**src/rtl/axi_master_rd_split_if.sv**
```systemverilog
// AXI4 read-address and read-data channel bundle between the split master and the interconnect.
// Only the signals this master needs are carried.
interface axi_master_rd_split_if #(
  parameter int DATA_W = 64,
  parameter int ADDR_W = 30
);
  logic [3:0]        arid;
  logic [ADDR_W-1:0] araddr;
  logic [7:0]        arlen;
  logic [2:0]        arsize;
  logic [1:0]        arburst;
  logic              arlock;
  logic [3:0]        arcache;
  logic [2:0]        arprot;
  logic [3:0]        arqos;
  logic              arvalid;
  logic              arready;
  logic [DATA_W-1:0] rdata;
  logic [1:0]        rresp;
  logic              rlast;
  logic              rvalid;
  logic              rready;

  modport master (
    output arid, araddr, arlen, arsize, arburst, arlock, arcache, arprot, arqos, arvalid, rready,
    input  arready, rdata, rresp, rlast, rvalid
  );

  modport slave (
    input  arid, araddr, arlen, arsize, arburst, arlock, arcache, arprot, arqos, arvalid, rready,
    output arready, rdata, rresp, rlast, rvalid
  );
endinterface

```
**src/rtl/axi_master_rd_split.sv**
```systemverilog
// AXI4 read master: splits one user read into INCR bursts (<= MAX_BURST beats, no 4 KB crossing),
// one burst in flight at a time, beats streamed straight to the user.
module axi_master_rd_split #(
  parameter int DATA_W    = 64,
  parameter int ADDR_W    = 30,
  parameter int LEN_W     = 12,
  parameter int MAX_BURST = 256,
  parameter int AXI_ID    = 0
) (
  input  logic              clk,
  input  logic              rst_n,
  input  logic              rd_start,
  input  logic [ADDR_W-1:0] rd_addr,
  input  logic [LEN_W-1:0]  rd_len,
  output logic              rd_ready,
  output logic [DATA_W-1:0] rd_data,
  output logic              rd_data_valid,
  output logic              rd_done,
  output logic              rd_err,
  output logic              m_axi_r_handshake,
  output logic [2:0]        o_dbg_state,
  axi_master_rd_split_if.master m_axi
);
  // Handshakes: a transfer happens on a rising clk edge where valid and ready are both high;
  // arvalid/araddr/arlen stay stable from assertion until that edge.
  localparam int BPB = DATA_W / 8;
  localparam int SZ  = $clog2(BPB);
  localparam int RW  = LEN_W + 1;
  localparam logic [ADDR_W-1:0] ADDR_MASK = ~ADDR_W'(BPB - 1);

  typedef enum logic [2:0] {S_IDLE, S_CALC, S_AR, S_R, S_DONE} state_t;

  state_t            r_state, w_state_nxt;
  logic [ADDR_W-1:0] r_cur_addr, w_cur_addr_nxt;
  logic [ADDR_W-1:0] r_araddr, w_araddr_nxt;
  logic [RW-1:0]     r_remaining, w_remaining_nxt;
  logic [8:0]        r_burst_beats, w_burst_beats_nxt;
  logic [8:0]        r_beat_cnt, w_beat_cnt_nxt;
  logic [7:0]        r_arlen, w_arlen_nxt;
  logic              r_arvalid, w_arvalid_nxt;
  logic              r_rready, w_rready_nxt;
  logic              r_err, w_err_nxt;
  logic [12:0]       w_to_4k;
  logic [31:0]       w_min;
  logic              w_hs;
  logic              w_last_expected;
  logic              w_unused;

  assign w_unused        = m_axi.rresp[0];
  assign w_hs            = m_axi.rvalid & r_rready;
  assign w_last_expected = (r_beat_cnt + 9'd1) == r_burst_beats;
  // Beats left before the next 4 KB page; at least 1 since cur_addr is beat-aligned.
  assign w_to_4k         = (13'd4096 - {1'b0, r_cur_addr[11:0]}) >> SZ;

  always_comb begin
    w_min = 32'(r_remaining);
    if (w_min > 32'(MAX_BURST)) w_min = 32'(MAX_BURST);
    if (w_min > 32'(w_to_4k))   w_min = 32'(w_to_4k);
  end

  always_comb begin
    w_state_nxt       = r_state;
    w_cur_addr_nxt    = r_cur_addr;
    w_araddr_nxt      = r_araddr;
    w_remaining_nxt   = r_remaining;
    w_burst_beats_nxt = r_burst_beats;
    w_beat_cnt_nxt    = r_beat_cnt;
    w_arlen_nxt       = r_arlen;
    w_arvalid_nxt     = r_arvalid;
    w_rready_nxt      = r_rready;
    w_err_nxt         = r_err;
    case (r_state)
      S_IDLE: begin
        if (rd_start) begin
          w_cur_addr_nxt  = rd_addr & ADDR_MASK;
          w_remaining_nxt = RW'(rd_len) + RW'(1);
          w_err_nxt       = 1'b0;
          w_state_nxt     = S_CALC;
        end
      end
      S_CALC: begin
        w_burst_beats_nxt = 9'(w_min);
        w_araddr_nxt      = r_cur_addr;
        w_arlen_nxt       = 8'(w_min - 32'd1);
        w_arvalid_nxt     = 1'b1;
        w_beat_cnt_nxt    = 9'd0;
        w_state_nxt       = S_AR;
      end
      S_AR: begin
        if (m_axi.arready) begin
          w_arvalid_nxt = 1'b0;
          w_rready_nxt  = 1'b1;
          w_state_nxt   = S_R;
        end
      end
      S_R: begin
        if (w_hs) begin
          w_beat_cnt_nxt = r_beat_cnt + 9'd1;
          // Slave error, or rlast disagreeing with the requested burst length.
          if (m_axi.rresp[1] || (m_axi.rlast != w_last_expected)) w_err_nxt = 1'b1;
          if (m_axi.rlast) begin
            w_rready_nxt    = 1'b0;
            w_cur_addr_nxt  = r_cur_addr + (ADDR_W'(r_burst_beats) << SZ);
            w_remaining_nxt = r_remaining - RW'(r_burst_beats);
            w_state_nxt     = (w_remaining_nxt == '0) ? S_DONE : S_CALC;
          end
        end
      end
      S_DONE:  w_state_nxt = S_IDLE;
      default: w_state_nxt = S_IDLE;
    endcase
  end

  always_ff @(posedge clk) begin
    if (!rst_n) begin
      r_state       <= S_IDLE;
      r_cur_addr    <= '0;
      r_araddr      <= '0;
      r_remaining   <= '0;
      r_burst_beats <= '0;
      r_beat_cnt    <= '0;
      r_arlen       <= '0;
      r_arvalid     <= 1'b0;
      r_rready      <= 1'b0;
      r_err         <= 1'b0;
    end else begin
      r_state       <= w_state_nxt;
      r_cur_addr    <= w_cur_addr_nxt;
      r_araddr      <= w_araddr_nxt;
      r_remaining   <= w_remaining_nxt;
      r_burst_beats <= w_burst_beats_nxt;
      r_beat_cnt    <= w_beat_cnt_nxt;
      r_arlen       <= w_arlen_nxt;
      r_arvalid     <= w_arvalid_nxt;
      r_rready      <= w_rready_nxt;
      r_err         <= w_err_nxt;
    end
  end

  assign rd_ready          = (r_state == S_IDLE);
  assign rd_done           = (r_state == S_DONE);
  assign rd_err            = r_err;
  assign m_axi_r_handshake = w_hs;
  assign rd_data_valid     = w_hs;
  assign rd_data           = w_hs ? m_axi.rdata : '0;
  assign o_dbg_state       = r_state;

  assign m_axi.arid    = 4'(AXI_ID);
  assign m_axi.araddr  = r_araddr;
  assign m_axi.arlen   = r_arlen;
  assign m_axi.arsize  = 3'(SZ);
  assign m_axi.arburst = 2'b01;
  assign m_axi.arlock  = 1'b0;
  assign m_axi.arcache = 4'b0010;
  assign m_axi.arprot  = 3'b000;
  assign m_axi.arqos   = 4'b0000;
  assign m_axi.arvalid = r_arvalid;
  assign m_axi.rready  = r_rready;
endmodule

```
**src/flat_wrapper.sv**
```systemverilog
// flat-port wrapper written by rule: the top's interface ports become plain ports
module axi_master_rd_split_flat 
#(
  parameter int DATA_W    = 64,
  parameter int ADDR_W    = 30,
  parameter int LEN_W     = 12,
  parameter int MAX_BURST = 256,
  parameter int AXI_ID    = 0
)
  (clk, rst_n, rd_start, rd_addr, rd_len, rd_ready, rd_data, rd_data_valid, rd_done, rd_err, m_axi_r_handshake, o_dbg_state, m_axi_arid, m_axi_araddr, m_axi_arlen, m_axi_arsize, m_axi_arburst, m_axi_arlock, m_axi_arcache, m_axi_arprot, m_axi_arqos, m_axi_arvalid, m_axi_rready, m_axi_arready, m_axi_rdata, m_axi_rresp, m_axi_rlast, m_axi_rvalid);
  axi_master_rd_split_if #(.DATA_W(DATA_W), .ADDR_W(ADDR_W)) m_axi_i ();
  input  logic clk;
  input  logic rst_n;
  input  logic rd_start;
  input  logic [ADDR_W-1:0] rd_addr;
  input  logic [LEN_W-1:0] rd_len;
  output logic rd_ready;
  output logic [DATA_W-1:0] rd_data;
  output logic rd_data_valid;
  output logic rd_done;
  output logic rd_err;
  output logic m_axi_r_handshake;
  output logic [2:0] o_dbg_state;
  output wire logic [$bits(m_axi_i.arid)-1:0] m_axi_arid;
  output wire logic [$bits(m_axi_i.araddr)-1:0] m_axi_araddr;
  output wire logic [$bits(m_axi_i.arlen)-1:0] m_axi_arlen;
  output wire logic [$bits(m_axi_i.arsize)-1:0] m_axi_arsize;
  output wire logic [$bits(m_axi_i.arburst)-1:0] m_axi_arburst;
  output wire logic [$bits(m_axi_i.arlock)-1:0] m_axi_arlock;
  output wire logic [$bits(m_axi_i.arcache)-1:0] m_axi_arcache;
  output wire logic [$bits(m_axi_i.arprot)-1:0] m_axi_arprot;
  output wire logic [$bits(m_axi_i.arqos)-1:0] m_axi_arqos;
  output wire logic [$bits(m_axi_i.arvalid)-1:0] m_axi_arvalid;
  output wire logic [$bits(m_axi_i.rready)-1:0] m_axi_rready;
  input wire logic [$bits(m_axi_i.arready)-1:0] m_axi_arready;
  input wire logic [$bits(m_axi_i.rdata)-1:0] m_axi_rdata;
  input wire logic [$bits(m_axi_i.rresp)-1:0] m_axi_rresp;
  input wire logic [$bits(m_axi_i.rlast)-1:0] m_axi_rlast;
  input wire logic [$bits(m_axi_i.rvalid)-1:0] m_axi_rvalid;
  assign m_axi_arid = m_axi_i.arid;
  assign m_axi_araddr = m_axi_i.araddr;
  assign m_axi_arlen = m_axi_i.arlen;
  assign m_axi_arsize = m_axi_i.arsize;
  assign m_axi_arburst = m_axi_i.arburst;
  assign m_axi_arlock = m_axi_i.arlock;
  assign m_axi_arcache = m_axi_i.arcache;
  assign m_axi_arprot = m_axi_i.arprot;
  assign m_axi_arqos = m_axi_i.arqos;
  assign m_axi_arvalid = m_axi_i.arvalid;
  assign m_axi_rready = m_axi_i.rready;
  assign m_axi_i.arready = m_axi_arready;
  assign m_axi_i.rdata = m_axi_rdata;
  assign m_axi_i.rresp = m_axi_rresp;
  assign m_axi_i.rlast = m_axi_rlast;
  assign m_axi_i.rvalid = m_axi_rvalid;
  axi_master_rd_split #(.DATA_W(DATA_W), .ADDR_W(ADDR_W), .LEN_W(LEN_W), .MAX_BURST(MAX_BURST), .AXI_ID(AXI_ID)) u_core (.clk(clk), .rst_n(rst_n), .rd_start(rd_start), .rd_addr(rd_addr), .rd_len(rd_len), .rd_ready(rd_ready), .rd_data(rd_data), .rd_data_valid(rd_data_valid), .rd_done(rd_done), .rd_err(rd_err), .m_axi_r_handshake(m_axi_r_handshake), .o_dbg_state(o_dbg_state), .m_axi(m_axi_i));
endmodule
```
**config.mk**
```make
export PLATFORM = sky130hd
export DESIGN_NAME = axi_master_rd_split_flat
export DESIGN_NICKNAME = d
export VERILOG_FILES = /design/src/rtl/axi_master_rd_split_if.sv /design/src/rtl/axi_master_rd_split.sv /design/src/flat_wrapper.sv
export SDC_FILE = /design/constraint.sdc
export NUM_CORES = 1
export LEC_CHECK = 0
export BUFFER_PORTS_ARGS = -buffer_cell sky130_fd_sc_hd__buf_4
export CAP_MARGIN = 0
export CORE_UTILIZATION = 46
export CTS_CLUSTER_SIZE = 8
export DETAILED_ROUTE_END_ITERATION = 7
export PLACE_DENSITY = 0.74
export RECOVER_POWER = 100
export SYNTH_ARGS = -nofsm -noshare
export SYNTH_HDL_FRONTEND = slang
export SYNTH_SLANG_ARGS = --single-unit
```
**constraint.sdc**
```tcl
create_clock -name clk -period 4.51 [get_ports clk]
set_input_delay 0.6765 -clock clk [delete_from_list [all_inputs] [get_ports clk]]
set_output_delay 0.6765 -clock clk [all_outputs]
set_load 0.005 [all_outputs]
```
==> summary.md <==
| Metric | Value |
|---|---|
| Slowest stage cell, crit path | dfxtp_1 |
| Vias per inst | 5.82 |
| Yosys cell types | 83 |
| Setup crit start kind | register |
| Vias in the first global route | 7219 |
| HP Class | reg -> reg |
| Worst Skew | 0.0139 ns |
| Buf/Inv on CP | 3 |
| Pwr/cell area | 312 nW/um2 |
| CTS Buffer Depth | 2 |
| Initial core utilization | 0.468 |
| Crit-path leading delay family | compound AO/OA/AOI/OAI gates |
| Die Y | 129 um |
| Critical Path RT | 4.78 ns |
| Placed cells | 1384 |
| CTS tree | done |
| Post-CTS setup buffer count | 0 |
| Multi-input logic area | just under 5000 um2 |
| Hold-fix buffers, CTS | 0 |
| CP max stage delay | 0.52 ns |
| Seq cells post-synth | between 90 and 100 |
| Pin count of the biggest net entering global routing | 67 |
| Max Freq | 0.250 GHz |
| Row count | 46 |
| Critical-path cell list | inv_1, ha_1, nand2_1, xor2_1, inv_1, ha_1, a211oi_1, o21ai_0, o21bai_2, mux2i_1, ha_1, inv_1, a211oi_1, xor2_1, nor2_1, o31ai_1 |
| Drt pass-1 iters | 5 |
| Min Tclk post-route | approximately 4 ns |
| Area growth syn-to-layout | 24.1% |
| Die W | 129 um |
| Filler instances | 1536 |
| Clock-pin slew on the worst setup and hold paths | 0.08 ns |
| Fin cells | 1400 |
| Mapped Cells | 1005 |
| Worst-margin pin slew | 1.74 ns |
| Fin util | 0.581 |
| VDD IR max | 199 uV |
| Synth async-reset ratio | 0 |
| Final hold viol count | 0 |
| DR WL/cell | 17.7 um |
| Worst Slack Setup Final | 0.513 ns |
| Sequential cell area | 1980 um2 |
| Leakage | around 4.0 nW |
| Setup violators final | 0 |
| Crit. End Element | register |
| CTS Root Cell | clkbuf_16 |
| Crit path depth | 16 |
| Clock latency on the worst-skew pair | 0.37 ns |
| Yosys Warn Count | 0 |
| Post-cts gate resize count | 0 |
| Max FO, Critical Path | 9 |
| Avg Inst Size Synth | 7.37 um2 |
| DP HPWL | 19000 um |
| Ant. Diodes | 0 |
| Synth Cell Area | 7410 um2 |
| Setup TNS | 0 ns |
| MaxCap Viol Count | 4 |
| Post-route ant nets | 0 |
| Global-route wire length before repair | about 38000 um |
| 1st-iter DRT viols | 653 |
| Detailed-route via count | 8145 |
| RSZ-0062 raised after global routing | false |
| Crit path DAT | 4.27 ns |
| Port bufs | 218 |
| Pre-CTS WS | 0.679 ns |
| Hold path cells | 2 |
| Failing checks | capacitance limit, slew limit |
| CTS buffer count | 9 |
| Top FF cell, synth | dfxtp_1 |
| Status | finished with violations |
| Fin crit share | 0.886 |
| Core Area | 15800 um2 |
| Clk sinks | 99 |
| Routed wire length | 24800 um |
| Congestion Overflow GR | 0 |
| Setup CP Type | reg -> reg |
| Final #Nets | roughly 1300 |
| Initial antenna violation count | 0 |
| Slew Viols, Final | 143 |
| Ratio of cells with drive above 1 in the final layout | 0.182 |
| Io pins | about 250 |
| H-tree levels | 3 |
| Remaining DRCs | 0 |
| Routability cong. | ~0.93 |
| Overall routing resource usage | 0.295 |
| Worst R2R Path Depth | 16 |
| EDFF count, synth | 0 |
| Post-synthesis sequential area ratio | 0.267 |
| Final instance area | between 9000 and 10000 um2 |
| Slew headroom | -0.162 |
| Post-DP Area | 9040 um2 |
| Die area | 16600 um2 |
==> stage by stage <==
stage                     hold WS (ns)  total power [mW]
final                            0.454              2.87
after global routing             0.476              3.02
after CTS                        0.459              2.88
after global placement           0.445              1.98
after detailed placement         0.448              1.99
after floorplan                  0.440              1.69
==> layout by cell type (no fill, tap or decap), drive strengths merged, types with 6 or more instances in the layout <==
cell type and count:
nor3 23, o21ai 46, or3 10, nor2b 9, dfxtp 99, nor4 9, and3 82, mux2i 6
o31ai 9, ha 33, xor2 13, nor2 59, buf 117, a21oi 81, conb 25, xnor2 25
o211ai 14, nand3 33, nand2b 10, a21o 8, nor3b 6, clkbuf 121, a311oi 8, a31oi 19
inv 35, nand2 140, or4 6, o21a 11, a211oi 27, nand4 14, and2 14
==> flip-flops by register name, summed over array words and instances (netlist names), 3 cells and up <==
| signal | flops |
|---|---|
| u_core.r_beat_cnt | 9 |
| u_core.r_cur_addr | 27 |
| u_core.o_dbg_state | 3 |
| u_core.r_burst_beats | 9 |
| u_core.r_remaining | 13 |
| u_core.m_axi.araddr | 27 |
| u_core.m_axi.arlen | 8 |
==> cells by family (layout without fill, tap and decap cells) <==
group / count (synthesis) / in the layout / share of synthesized area
AOI/OAI and AO/OA: 267 / 267 / 0.236
xor gates and xnor gates: 38 / 38 / 0.0449
and+or+nand+nor: 436 / 436 / 0.301
buffers and inverters: 120 / 276 / 0.0777
muxes: 8 / 8 / 0.0111
adders and majority gates: 35 / 35 / 0.0611
DFF: 99 / 99 / 0.267
other: 2 / 25 / 0.00101
==> Yosys cell counts, types with 3 or more instances <==
library cell    n  area (um2)
o21ai_0        46         230
mux2i_1         6        60.1
nor3b_1         6        45.0
xor2_1         13         114
nand4_1        14        87.6
nand2b_1       10        62.6
o211ai_1       14         105
nor2_1         57         214
a211o_1         4        35.0
nand3_1        33         165
and2_1         14        87.6
nand3b_1        4        30.0
a22oi_1         3        22.5
or3_1          10        62.6
nand2_1       140         526
a311oi_1        8        70.1
o21a_1         11        82.6
o22ai_1         3        18.8
nor2b_1         9        56.3
a21o_1          8        60.1
a211oi_1       26         195
o31a_1          3        26.3
xnor2_1        25         219
nor4_1          8        50.1
buf_4          26         195
a21oi_1        81         405
and3_1         81         507
buf_2           6        30.0
o31ai_1         9        67.6
nor3_1         22         110
buf_1           3        11.3
clkbuf_1       50         188
a31oi_1        19         119
inv_1          30         113
and4_1          4        35.0
dfxtp_1        99        1980
ha_1           33         413
or4_1           6        45.0
o221ai_1        5        43.8
==> worst register-to-register path, cell delays in order (launching register included) <==
cell,delay (ns)
dfxtp_1,0.52
inv_1,0.15
ha_1,0.31
nand2_1,0.10
xor2_1,0.30
inv_1,0.09
ha_1,0.31
a211oi_1,0.23
o21ai_0,0.21
o21bai_2,0.26
mux2i_1,0.31
ha_1,0.27
inv_1,0.14
a211oi_1,0.29
xor2_1,0.17
nor2_1,0.05
o31ai_1,0.23
==> routing by layer <==
layer	part of all wire	routed length (um)	track usage
met3	0.063	1560	0.0407
met1	0.41	10300	0.371
met4	0.042	1040	0.129
met2	0.48	12000	0.503
met5	0	0	0
==> worst paths after layout <==
check / start / end / slack [ns]
worst min-delay path: u_core.m_axi.araddr[14] / u_core.m_axi.araddr[14] / 0.45
worst max-delay path: u_core.r_cur_addr[3] / u_core.m_axi.arlen[6] / 0.51
worst min register to register: u_core.m_axi.araddr[14] / u_core.m_axi.araddr[14] / 0.45
worst max register to register: u_core.r_cur_addr[3] / u_core.m_axi.arlen[6] / 0.51
==> cell type report <==
cell class | instances | share of cell area
Tap cell | 216 | 0.0294
Multi-Input combinational cell | 809 | 0.536
Inverter | 31 | 0.0127
Clock inverter | 7 | 0.0127
Sequential cell | 99 | 0.216
Timing Repair Buffer | 229 | 0.169
Clock buffer | 9 | 0.0245
==> where the power goes <==
group | switching [mW] | total [mW] | leakage [nW] | internal (mW)
clock | 0.394 | 0.898 | 0.167 | 0.504
combinational | 0.540 | 0.946 | 3.04 | 0.406
sequential | 0.0913 | 1.03 | 0.808 | 0.935
(Power assumes the default switching activity.)
